**config.mk**
```make
export PLATFORM = sky130hd
export DESIGN_NAME = turn_scheduler
export DESIGN_NICKNAME = d
export VERILOG_FILES = /design/src/rtl/c4_pkg.sv /design/src/rtl/col_legal.sv /design/src/rtl/turn_scheduler.sv
export SDC_FILE = /design/constraint.sdc
export NUM_CORES = 1
export LEC_CHECK = 0
export CORE_MARGIN = 3
export CORE_UTILIZATION = 45
export DETAILED_ROUTE_END_ITERATION = 10
export HOLD_SLACK_MARGIN = 0.02
export PLACE_DENSITY = 0.85
export SLEW_MARGIN = 10
export SYNTH_ARGS = -nofsm -noshare
export SYNTH_HDL_FRONTEND = slang
export SYNTH_SLANG_ARGS = --single-unit
```
**constraint.sdc**
```tcl
create_clock -name clk -period 2.3 [get_ports clk]
set_input_delay 0.23 -clock clk [delete_from_list [all_inputs] [get_ports clk]]
set_output_delay 0.23 -clock clk [all_outputs]
set_load 0.05 [all_outputs]
```
**src/rtl/c4_pkg.sv**
```systemverilog
// c4_pkg: shared Connect-4 board constants and types.
//   NUM_COLS / NUM_ROWS : board geometry
//   col_t               : one bit per column (one-hot column selects, full flags)
//   turn_state_t        : turn_scheduler FSM states
package c4_pkg;

  localparam int NUM_COLS = 7;
  localparam int NUM_ROWS = 6;

  typedef logic [NUM_COLS-1:0] col_t;

  typedef enum logic [3:0] {
    IDLE,
    LOCAL_TURN,
    DROP_LOCAL,
    SEND,
    TX_WAIT,
    REMOTE_TURN,
    DROP_REMOTE,
    DONE,
    ERROR
  } turn_state_t;

endpackage

```
**src/rtl/col_legal.sv**
```systemverilog
// col_legal: combinational legality check for a column select.
//   col   in  W  requested column, must be one-hot
//   full  in  W  per-column full flags
//   legal out 1  col is one-hot and its column is not full
module col_legal #(
  parameter int W = c4_pkg::NUM_COLS
) (
  input  logic [W-1:0] col,
  input  logic [W-1:0] full,
  output logic         legal
);

  logic one_hot;

  // Nonzero with a single bit set: clearing the lowest set bit leaves nothing.
  assign one_hot = (col != '0) && ((col & (col - W'(1))) == '0);
  assign legal   = one_hot && ((col & full) == '0);

endmodule

```
**src/rtl/turn_scheduler.sv**
```systemverilog
// turn_scheduler: sequences one two-board Connect-4 game.
//   Owns the turn, routes local moves to drop_red and remote moves to drop_green,
//   launches serial_out transmissions and consumes serial_in columns.
// Ports:
//   clk, reset                 clock, async active-high reset
//   local_first                strap, 1 = this board opens
//   enter, column              local move request (column one-hot)
//   col_full                   grid full flags
//   game_over                  win/draw level
//   peer_ready                 remote board can accept a column
//   ready_out                  waiting for a remote column
//   tx_start, tx_col, tx_busy  serial_out handshake
//   rx_valid, rx_col           serial_in result
//   drop_red, drop_green       one-cycle one-hot grid drops
//   p1, p2                     turn indicators (local / remote)
//   error                      sticky protocol error
// Build option: TURN_SCHED_TIMEOUT_EN adds a TIMEOUT_CYC watchdog over SEND+TX_WAIT.
module turn_scheduler #(
  parameter int NUM_COLS    = c4_pkg::NUM_COLS,
  parameter int TIMEOUT_CYC = 50_000_000
) (
  input  logic                clk,
  input  logic                reset,
  input  logic                local_first,
  input  logic                enter,
  input  logic [NUM_COLS-1:0] column,
  input  logic [NUM_COLS-1:0] col_full,
  input  logic                game_over,
  input  logic                peer_ready,
  output logic                ready_out,
  output logic                tx_start,
  output logic [NUM_COLS-1:0] tx_col,
  input  logic                tx_busy,
  input  logic                rx_valid,
  input  logic [NUM_COLS-1:0] rx_col,
  output logic [NUM_COLS-1:0] drop_red,
  output logic [NUM_COLS-1:0] drop_green,
  output logic                p1,
  output logic                p2,
  output logic                error
);

  import c4_pkg::*;

  turn_state_t         state, state_n;
  logic                busy_seen, busy_seen_n;
  logic                col_ok, rx_ok;
  logic                set_err;
  logic                timed_out;
  logic [NUM_COLS-1:0] tx_col_n;

  col_legal #(.W(NUM_COLS)) u_col_legal (.col(column), .full(col_full), .legal(col_ok));
  col_legal #(.W(NUM_COLS)) u_rx_legal  (.col(rx_col), .full(col_full), .legal(rx_ok));

`ifdef TURN_SCHED_TIMEOUT_EN
  localparam logic [25:0] TO_LAST = 26'(TIMEOUT_CYC - 1);
  logic [25:0] to_cnt;

  assign timed_out = (state == SEND || state == TX_WAIT) && (to_cnt == TO_LAST);

  always_ff @(posedge clk or posedge reset) begin
    if (reset)                                 to_cnt <= '0;
    else if (state_n == SEND && state != SEND) to_cnt <= '0;
    else if (state == SEND || state == TX_WAIT) to_cnt <= to_cnt + 26'd1;
  end
`else
  assign timed_out = 1'b0;
  // Watchdog not built; the limit is only referenced so both builds share one parameter list.
  if (TIMEOUT_CYC < 2) begin : g_timeout_not_built
  end
`endif

  always_comb begin
    state_n     = state;
    busy_seen_n = busy_seen;
    tx_col_n    = tx_col;
    set_err     = 1'b0;
    // A column arriving when none was asked for is a protocol violation, but it does
    // not disturb the sequence; DONE and ERROR simply ignore the port.
    if (rx_valid && !(state inside {REMOTE_TURN, DONE, ERROR})) set_err = 1'b1;
    case (state)
      IDLE:        state_n = local_first ? LOCAL_TURN : REMOTE_TURN;
      LOCAL_TURN: begin
        if (game_over) state_n = DONE;
        else if (enter && col_ok) begin
          state_n  = DROP_LOCAL;
          tx_col_n = column;   // latched with the drop so the sent column matches the piece
        end
      end
      DROP_LOCAL:  state_n = SEND;
      SEND: begin
        busy_seen_n = 1'b0;
        if (game_over) state_n = DONE;
        else if (timed_out) begin
          state_n = ERROR;
          set_err = 1'b1;
        end else if (peer_ready && !tx_busy) state_n = TX_WAIT;
      end
      TX_WAIT: begin
        if (game_over) state_n = DONE;
        else if (timed_out) begin
          state_n = ERROR;
          set_err = 1'b1;
        end else if (busy_seen && !tx_busy) state_n = REMOTE_TURN;
        else if (tx_busy) busy_seen_n = 1'b1;
      end
      REMOTE_TURN: begin
        if (game_over) state_n = DONE;
        else if (rx_valid) begin
          if (rx_ok) state_n = DROP_REMOTE;
          else begin
            state_n = ERROR;
            set_err = 1'b1;
          end
        end
      end
      DROP_REMOTE: state_n = LOCAL_TURN;
      DONE:        state_n = DONE;
      ERROR:       state_n = ERROR;
      default:     state_n = IDLE;
    endcase
  end

  // Outputs are decoded from the next state and registered alongside it, so each
  // output is valid in the same cycle the state it describes is current.
  always_ff @(posedge clk or posedge reset) begin
    if (reset) begin
      state      <= IDLE;
      busy_seen  <= 1'b0;
      tx_col     <= '0;
      p1         <= 1'b0;
      p2         <= 1'b0;
      ready_out  <= 1'b0;
      tx_start   <= 1'b0;
      drop_red   <= '0;
      drop_green <= '0;
      error      <= 1'b0;
    end else begin
      state      <= state_n;
      busy_seen  <= busy_seen_n;
      tx_col     <= tx_col_n;
      p1         <= (state_n == LOCAL_TURN);
      p2         <= (state_n == REMOTE_TURN);
      ready_out  <= (state_n == REMOTE_TURN);
      tx_start   <= (state == SEND) && (state_n == TX_WAIT);
      drop_red   <= (state_n == DROP_LOCAL)  ? column : '0;
      drop_green <= (state_n == DROP_REMOTE) ? rx_col : '0;
      error      <= error | set_err;
    end
  end

endmodule

```
### Word-level counts from Yosys, hierarchy flattened

Cells that the tools add are included.

| word-level totals | value |
|---|---|
| register bits | 30 |
| input port bits | 29 |
| word-level logic and storage cells | 77 |

| cells by class | value |
|---|---|
| $add $sub $neg | 2 |
| eq/ne operators | 16 |
| muxes and demuxes | 22 |
| bitwise operators | 6 |
| reduce and logical (&&, ||, !) cells | 22 |

Operators by type and width:

| cell | number |
|---|---|
| 4-bit two-way mux | 9 |
| 4-bit one-hot mux with 9 select lines | 1 |
| 7-bit bitwise AND | 4 |
| 4-bit by 3-bit == test with 1-bit output, second input constant | 7 |
| 7-bit zero test | 4 |
| 7-bit two-way mux | 2 |
| 7-bit nonzero test | 2 |
| 7-bit by 1-bit subtractor with 7-bit output, second input constant | 2 |
| 4-bit by 2-bit == test with 1-bit output, second input constant | 3 |
| 1-bit logical AND | 9 |
| 4-bit by 1-bit == test with 1-bit output, second input constant | 2 |
| 1-bit two-way mux | 8 |
| 2-bit != test, second input constant | 3 |
| 4-bit == test, second input constant | 1 |
| 4-bit zero test | 1 |
| 4-bit AND reduction | 1 |
| 3-bit two-way mux | 1 |
| 3-bit AND reduction | 1 |
| 3-bit nonzero test | 1 |
| 1-bit zero test | 2 |
| 1-bit one-hot mux with 2 select lines | 1 |
| 2-bit nonzero test | 1 |
| 1-bit NOT | 1 |
| 1-bit OR | 1 |

### Logic depth before layout (Yosys ltp)

Gate-level depths: netlist (run 1).

| depth | value |
|---|---|
| word-level depth | 11 |
| depth in mapped cells | 8 |
| depth with buffers taken out | 6 |

### Hierarchy

A second synthesis (run 1) with hierarchy kept.

| unflattened totals | value |
|---|---|
| cells, all modules | 122 |
| area total of the unflattened synthesis | 1496.4 um2 |

Modules (own cells, without submodules):

| module | instances | cells an instance | area each (um2) | sequential area each (um2) |
|---|---|---|---|---|
| turn_scheduler | 1 | 98 | 1303.8 | 750.7 |
| col_legal | 2 | 12 | 96.3 | 0.0 |

### Worst setup path after synthesis (run 1)

Ideal clock, no wire load.

| path | value |
|---|---|
| path type | input -> register |
| start | in column[1] |
| end | reg tx_col[4] |
| data arrival time | 1.984 ns |
| required time | 2.180 ns |
| setup slack | 0.195 ns |
| cell stages on the path | 7 |
| cell sequence | or4_4 a211oi_2 a21oi_2 or4_4 buf_6 and2_4 a41o_1 |

| on the way | value |
|---|---|
| cells in the longest elaborated chain, start to end | 7 |
| elaborated cells on any way between the ends | 10 |

Ends and longest elaborated chain:

| element | RTL line | RTL |
|---|---|---|
| start, declared | turn_scheduler.sv:26 | `input logic [NUM_COLS-1:0] column,` |
| 7-bit by 1-bit subtractor with 7-bit output | col_legal.sv:16 | `assign one_hot = (col != '0) && ((col & (col - W'(1))) == '0);` |
| 7-bit bitwise AND | col_legal.sv:16 |  |
| 7-bit zero test | col_legal.sv:16 |  |
| 1-bit logical AND | col_legal.sv:16 |  |
| 1-bit logical AND (*) | col_legal.sv:17 | `assign legal = one_hot && ((col & full) == '0);` |
| 1-bit logical AND (*) | turn_scheduler.sv:85 | `else if (enter && col_ok) begin` |
| 3-bit AND reduction (no line) (*) | -- |  |
| end signal, assigned | turn_scheduler.sv:141 | `tx_col <= tx_col_n;` |
| end, declared | turn_scheduler.sv:32 | `output logic [NUM_COLS-1:0] tx_col,` |

Mark *: on every way between the ends. The rest lies on a longest branch, timed or not.
A chain may end at the register's enable or synchronous reset.

### Worst setup path after layout (run 1)

| path | value |
|---|---|
| start | in column[3] |
| end | reg drop_red[0] |

| on the way | value |
|---|---|
| cells in the longest elaborated chain, start to end | 11 |
| elaborated cells on any way between the ends | 14 |

Ends and longest elaborated chain:

| element | RTL line | RTL |
|---|---|---|
| 7-bit by 1-bit subtractor with 7-bit output | col_legal.sv:16 |  |
| 7-bit bitwise AND | col_legal.sv:16 |  |
| 7-bit zero test | col_legal.sv:16 |  |
| 1-bit logical AND | col_legal.sv:16 |  |
| 1-bit logical AND (*) | col_legal.sv:17 |  |
| 1-bit logical AND (*) | turn_scheduler.sv:85 |  |
| 4-bit two-way mux (*) | turn_scheduler.sv:85 |  |
| 4-bit two-way mux (*) | turn_scheduler.sv:84 | `if (game_over) state_n = DONE;` |
| 4-bit one-hot mux with 9 select lines (*) | turn_scheduler.sv:81 | `case (state)` |
| 4-bit by 2-bit == test with 1-bit output (*) | turn_scheduler.sv:146 | `drop_red <= (state_n == DROP_LOCAL) ? column : '0;` |
| 7-bit two-way mux (*) | turn_scheduler.sv:146 |  |
| end signal, assigned | turn_scheduler.sv:146 |  |
| end, declared | turn_scheduler.sv:36 | `output logic [NUM_COLS-1:0] drop_red,` |

Marked as above.

==> results of run 1 <==
sequential cells by signal, indices dropped and copies added, names as in the netlist:
signal / cells
busy_seen: 1
drop_green: 7
drop_red: 7
error: 1
p1: 1
p2: 1
state: 4
tx_col: 7
tx_start: 1
cell usage after synthesis, drive strengths merged, types with 3 or more instances:
| library cell | number | area [um^2] |
|---|---|---|
| or4 | 3 | 30.03 |
| nand2b | 5 | 31.28 |
| nor2 | 10 | 37.54 |
| clkbuf | 4 | 15.01 |
| a31oi | 5 | 46.29 |
| nor4 | 3 | 18.77 |
| and4 | 14 | 123.9 |
| and2 | 4 | 27.53 |
| o21a | 4 | 30.03 |
| inv | 4 | 15.01 |
| o21ai | 6 | 30.02 |
| a21oi | 4 | 23.77 |
| nand2 | 5 | 18.77 |
| buf | 5 | 46.29 |
| mux2 | 6 | 86.33 |
| dfrtp | 30 | 750.7 |
power by group:
group / total [uW] / switching [uW] / internal (uW)
registers: 780 / 115 / 665
logic: 1450 / 875 / 575
clock network: 325 / 177 / 148
cell type report:
type	instances	share of cell area
multi-input combinational	99	0.3220
timing repair buffer	80	0.3100
inverter	4	0.006273
tap	44	0.02300
sequential	30	0.3136
clock buffer	7	0.02300
clock inverter	1	0.002091
cell families (layout without fill, tap and decap cells):
logic type,Yosys count,in the layout,synth area share
AOI/OAI and AO/OA,35,35,0.1729
xor gates and xnor gates,1,1,0.005552
buffers and inverters,13,92,0.04837
DFF,30,30,0.4758
muxes,6,6,0.05472
and+or+nand+nor,57,57,0.2427
per-stage QoR:
| step | util | instance area, um^2 |
|---|---|---|
| 2_1_floorplan | - | 1578 |
| 3_3_place_gp | 0.7203 | 2307 |
| 3_5_place_dp | 0.7203 | 2307 |
| 4_1_cts | 0.7395 | 2369 |
| 5_1_grt | 0.7473 | 2394 |
| 6_report | 0.7473 | 2394 |
path summary, 6_finish.rpt:
| check | slack, ns | to | depth (start not counted) |
|---|---|---|---|
| hold reg to reg | 0.48 | error$_DFF_PP0_ | 2 |
| hold / removal | 0.25 | tx_start$_DFF_PP0_ | 3 |
| min in group clk | 0.26 | tx_col[0]$_DFFE_PP0P_ | 2 |
| setup reg to reg | 0.27 | drop_red[0]$_DFF_PP0_ | 6 |
| max in group asynchronous | 1.77 | tx_col[3]$_DFFE_PP0P_ | 3 |
| setup / recovery | 0.07 | drop_red[0]$_DFF_PP0_ | 8 |
layer usage:
layer  wire (um)  up-vias
met1        1696      709
met3         247       10
met2        2169       59
met4          87        0
met5           0        -
li1            -      694
what timing repair did:
action / CTS / global route
pin swaps: 0 / 3
endpoints found under the setup margin: 4 / 9
hold buffers: 0 / 0
resized for setup: 1 / 5
worst min-delay path, stage by stage:
cell and delay, ns:
clkdlybuf4s50_1 0.39, inv_1 0.05, buf_4 0.33
==> impl_results.md, run 1 <==
* Min Tclk post-route at 2.231 ns
* Syn-to-layout area delta at 51.71%
* Share of layout cells above drive strength 1 at 0.2398
* First-pass GRT wire length at 6.555 mm
* Total Power at 2555 uW
* Met2 Resource Use GR at 0.3413
* Pre-CTS WS at -0.3902 ns
* Total GRT Usage at 0.2055
* Port Buffer Count at 54
* Setup Fix Bufs, Post-CTS at 0
* # H-tree levels at 2
* Core area at 3203 um^2
* # DRC at 0
* Congestion Overflow GR at 0
* Most common cell after layout, fill and taps aside: clkdlybuf4s50_1
* Total CTS buffers at 5
* Syn_nets at 171
* Area of the multi-input gates at 770.7 um^2
* Pin count of the biggest net entering global routing at 31
* Status: complete, no violations
* Number of global-route vias before repair at 1,455
* CTS tree: built
* Worst slew pin tran at 0.5238 ns
* RSZ-0062 raised after global routing: no
* Worst path slowest cell: clkdlybuf4s50_1
* Routed Antenna Nets at 0
* Post-synthesis sequential area ratio at 0.4758
* Hold Vio Cnt, Final at 0
* Crit-path leading delay family: simple AND/OR/NAND/NOR gates
* Min-Delay Path Class: primary input to async pin
* YS warnings at 0
* Clock slew at reported path FFs at 0.10 ns
* Met3 usage at 0.06496
* PD cells at 1068 nW/um^2
* Row count at 20
* Pleak at 0.001049 uW
* Setup violators final at 0
* Rel. slew slack at 0.6497
* Placed Instances at 257
* Seq cells post-synth at 30
* Reg2reg start: state[2]$_DFF_PP0_
* Max Freq at 0.4482 GHz
* Die width at 65.21 um
* DIE AREA at 4252 um^2
* Final net count at 249
* Worst Path Required at 2.57 ns
* Clock Sinks at 30
* Slew Limit Fails at 0
* Final Non-Filler Cells at 265
* Most frequent cells in the layout: clkdlybuf4s50_1 (53), dfrtp_1 (30), buf_4 (25), and4_1 (13), nor2_1 (10)
* Worst-skew pair later-pin latency at 0.34 ns
* Die Y at 65.21 um
* Drt first pass iters at 5
* DP Wirelength at 3.256 mm
* Via-to-Cell Ratio at 5.555
* Final worst-path cycle share at 0.9701
* Reg area at 750.7 um^2
* Clk buf depth at 2
* Critical path, cell by cell: clkdlybuf4s50_1 -> or4_1 -> o21ai_0 -> o2111ai_2 -> or3_4 -> a31oi_4 -> buf_4 -> and4_2
* Hold Slack at 0.2521 ns
* Ys flop type: dfrtp_1
* Initial Util at 0.4926
* CP Buf/Inv Count at 2
* EDFF count, synth at 0
* GRT busiest layer: met2
* Worst Setup Start Kind: primary input
* CTS root buf: clkbuf_4
* Antenna fix cells at 0
* Cell variety after synth at 49
* Delay of the slowest critical-path stage at 0.48 ns
* Fraction of registers with async set/reset at 1.000
* Setup_tns at 0 ns
* Initial DRC Count at 108
* Setup CP Type: primary input to flip-flop
* Final setup margin at 0.06888 ns
* Post-Synthesis Cell Area at 1578 um^2
* Drt total wl at 4.201 mm
* Worst setup path startpoint: column[3]
* Initial antenna violation count at 0
* Setup crit end kind: flip-flop
* Worst Skew at 0.01245 ns
* Critical Path AT at 2.50 ns
* Filler cell count at 231
* Peak VDD IR at 519.6 uV
* GR Util met1 at 0.2396
* Avg Synthesized Cell Area at 11.11 um^2
* I/O pin cnt at 55
* Vias at 1,472
* Post-Synthesis Cells at 142
* Maximum fanout along the worst path at 8
* Wire per inst at 15.85 um
* RD Place Congestion at 0.9020
* Max-cap viol count at 0
Power figures use the tool's default switching activity.
==> run 2: changes to the inputs <==
--- a/config.mk
+++ b/config.mk
@@ -6,10 +6,10 @@
 export NUM_CORES = 1
 export LEC_CHECK = 0
 export CORE_MARGIN = 3
-export CORE_UTILIZATION = 45
+export CORE_UTILIZATION = 40
 export DETAILED_ROUTE_END_ITERATION = 10
 export HOLD_SLACK_MARGIN = 0.02
-export PLACE_DENSITY = 0.85
+export PLACE_DENSITY = 0.77
 export SLEW_MARGIN = 10
 export SYNTH_ARGS = -nofsm -noshare
 export SYNTH_HDL_FRONTEND = slang
==> run 2 against run 1 <==
Compared with the run above:
- utilization fell by 10 points
- sequential share of layout area shrank 0.39 points
- die area up 11%
- combinational power barely moved
- maximum frequency increased by 0.76%
- register-to-register slack worse by 0.02 ns
- critical endpoint unchanged
- highest routed layer unchanged
==> impl_results.md, run 2 (synthesized netlist as in run 1, its figures left out) <==
* Final net count at 249 (unchanged)
* Setup violators final at 0 (unchanged)
* Wire per inst at 16.15 um (was 15.85 um)
* Worst Path Required at 2.52 ns (was 2.57 ns)
* Pleak at 0.001084 uW (was 0.001049 uW)
* Drt total wl at 4.328 mm (was 4.201 mm)
* # H-tree levels at 2 (unchanged)
* Biggest regs: drop_green: 7 flops, drop_red: 7 flops, tx_col: 7 flops (unchanged)
* Port Buffer Count at 54 (unchanged)
* FF-to-FF path depth at 5 (was 6)
* Worst slew pin tran at 0.5217 ns (was 0.5238 ns)
* Pre-CTS WS at -0.3349 ns (was -0.3902 ns)
* Clock Sinks at 30 (unchanged)
* Net Sw Frac at 0.4487 (was 0.4567)
* Most frequent cells in the layout: clkdlybuf4s50_1 (50), dfrtp_1 (30), buf_4 (24), and4_1 (13), nor2_1 (10) (was clkdlybuf4s50_1 (53), dfrtp_1 (30), buf_4 (25), and4_1 (13), nor2_1 (10))
* Worst-skew pair later-pin latency at 0.28 ns (was 0.34 ns)
* RSZ-0062 raised after global routing: no (unchanged)
* Pin count of the biggest net entering global routing at 31 (unchanged)
* I/O pin cnt at 55 (unchanged)
* DP Wirelength at 3.222 mm (was 3.256 mm)
* Worst path slowest cell: or4_1 (was clkdlybuf4s50_1)
* Reg2reg start: state[0]$_DFF_PP0_ (was state[2]$_DFF_PP0_)
* Final setup margin at 0.08571 ns (was 0.06888 ns)
* CTS tree: built (unchanged)
* Total Power at 2608 uW (was 2555 uW)
* Hold Vio Cnt, Final at 0 (unchanged)
* RD Place Congestion at 0.9067 (was 0.9020)
* Setup Fix Bufs, Post-CTS at 0 (unchanged)
* Top Layer Used: met4 (unchanged)
* Final worst-path cycle share at 0.9627 (was 0.9701)
* Reg power frac at 0.298 (was 0.305)
* Delay of the slowest critical-path stage at 0.52 ns (was 0.48 ns)
* Max-cap viol count at 0 (unchanged)
* Total GRT Usage at 0.1868 (was 0.2055)
* Worst setup path startpoint: col_full[1] (was column[3])
* Gate power share at 0.551 (was 0.568)
* Met2 wire len at 2.341 mm (was 2.169 mm)
* CP Buf/Inv Count at 2 (unchanged)
* Vias at 1,473 (was 1,472)
* Design area at 2424 um^2 (was 2394 um^2)
* Maximum fanout along the worst path at 8 (unchanged)
* Hold EP: tx_col[0]$_DFFE_PP0P_
* Rel. slew slack at 0.6511 (was 0.6497)
* CTS root buf: clkbuf_8 (was clkbuf_4)
* # DRC at 0 (unchanged)
* Min Tclk post-route at 2.214 ns (was 2.231 ns)
* Clk buf depth at 2 (unchanged)
* Share of layout cells above drive strength 1 at 0.2364 (was 0.2398)
* Min-Delay Path Class: primary input to flip-flop (was primary input to async pin)
* Total CTS buffers at 5 (unchanged)
* Final Util at 0.6474 (was 0.7473)
* Critical Path AT at 2.43 ns (was 2.50 ns)
* PD cells at 1076 nW/um^2 (was 1068 nW/um^2)
* Worst Setup Start Kind: primary input (unchanged)
* Worst hold path cell count at 2
* Die width at 68.81 um (was 65.21 um)
* Slew Limit Fails at 0 (unchanged)
* Initial antenna violation count at 0 (unchanged)
* Core area at 3744 um^2 (was 3203 um^2)
* Number of global-route vias before repair at 1,435 (was 1,455)
* Peak VDD IR at 433.0 uV (was 519.6 uV)
* Syn-to-layout area delta at 53.61% (was 51.71%)
* Post-CTS Hold Buffers at 0 (unchanged)
* Congestion Overflow GR at 0 (unchanged)
* Reg-to-reg slack, setup at 0.25 ns (was 0.27 ns)
* Die Y at 68.81 um (was 65.21 um)
* Initial DRC Count at 107 (was 108)
* Setup CP Type: primary input to flip-flop (unchanged)
* DIE AREA at 4734 um^2 (was 4252 um^2)
* Wire length on met3 at 225 um (was 247 um)
* First-pass GRT wire length at 6.506 mm (was 6.555 mm)
* Internal at 1438 uW (was 1388 uW)
* Max Freq at 0.4516 GHz (was 0.4482 GHz)
* Routed Antenna Nets at 0 (unchanged)
* Crit-path leading delay family: simple AND/OR/NAND/NOR gates (unchanged)
* Clock power frac at 0.151 (was 0.127)
* Drt first pass iters at 5 (unchanged)
* Setup crit end kind: flip-flop (unchanged)
* Worst Skew at 0.003587 ns (was 0.01245 ns)
* Via-to-Cell Ratio at 5.496 (was 5.555)
* Wire length on met1 at 1.707 mm (was 1.696 mm)
* Critical path, cell by cell: clkdlybuf4s50_1 -> or4_1 -> o21ai_0 -> o2111ai_2 -> or3_4 -> a31oi_4 -> buf_6 -> and4_2 (was clkdlybuf4s50_1 -> or4_1 -> o21ai_0 -> o2111ai_2 -> or3_4 -> a31oi_4 -> buf_4 -> and4_2)
* Psw at 1170 uW (was 1167 uW)
* Antenna fix cells at 0 (unchanged)
* Initial Util at 0.4215 (was 0.4926)
* Placed inst area at 2312 um^2 (was 2307 um^2)
* R2R Path End: tx_col[4]$_DFFE_PP0P_ (was drop_red[0]$_DFF_PP0_)
* Hold Path Origin: column[0]
* Row count at 22 (was 20)
* Status: complete, no violations (unchanged)
* Most common cell after layout, fill and taps aside: clkdlybuf4s50_1 (unchanged)
* Setup_tns at 0 ns (unchanged)
* Clock slew at reported path FFs at 0.06 ns (was 0.10 ns)
[run 2: changes by cell type in the layout (fill, tap and decap cells not counted), sizes merged]
cell           previous run  this run
dlymetal6s2s              1         4
clkinv                    1         2
clkdlybuf4s50            53        50
clkbuf                    7         5
[run 2: worst max path at each step]
stage                         endpoint  cells after the start
6_report         drop_red[0]$_DFF_PP0_                      8
3_5_place_dp     tx_col[4]$_DFFE_PP0P_                      7
3_3_place_gp     drop_red[0]$_DFF_PP0_                      7
2_1_floorplan    tx_col[4]$_DFFE_PP0P_                      7
4_1_cts          tx_col[4]$_DFFE_PP0P_                      7
5_1_grt        drop_green[5]$_DFF_PP0_                      8
[run 2: timing repair]
action	in CTS	in global routing
pin swaps	3	5
gates resized for setup	1	8
endpoints found under the setup margin	17	23
[run 2: stage by stage]
stage	hold slack [ns]	cells
after floorplan	0.3208	142
after global placement	0.4523	261
after detailed placement	0.4650	261
after CTS	0.3304	268
after global routing	0.3198	268
final	0.3059	268
[run 2: area by class of cell]
class / instances / area (um^2)
tap: 48 / 60.06
clock buffer: 5 / 68.82
sequential: 30 / 750.7
clock inverter: 2 / 10.01
multi-input combinational: 99 / 765.7
inverter: 4 / 15.01
timing repair buffer: 80 / 753.2
fill: 299 / 1320
[run 2: worst register-to-register path: stages, from the launching register on]
cell     delay [ns]
dfrtp_1        0.49
nor2b_1        0.41
nand2_1        0.11
or4_4          0.58
and2_4         0.17
a41o_1         0.19
[run 2: routing by layer]
layer,up-vias,global-route usage
met2,46,0.3147
met1,727,0.2210
met3,8,0.05348
met5,-,0
li1,692,-
met4,0,0.08029
[run 2: power groups by stage]
stage	clock network [uW]	logic (uW)	registers (uW)
after floorplan	0	627	1090
after global placement	0	1380	778
after detailed placement	0	1390	783
after CTS	408	1410	778
after global routing	429	1530	793
final	393	1440	778
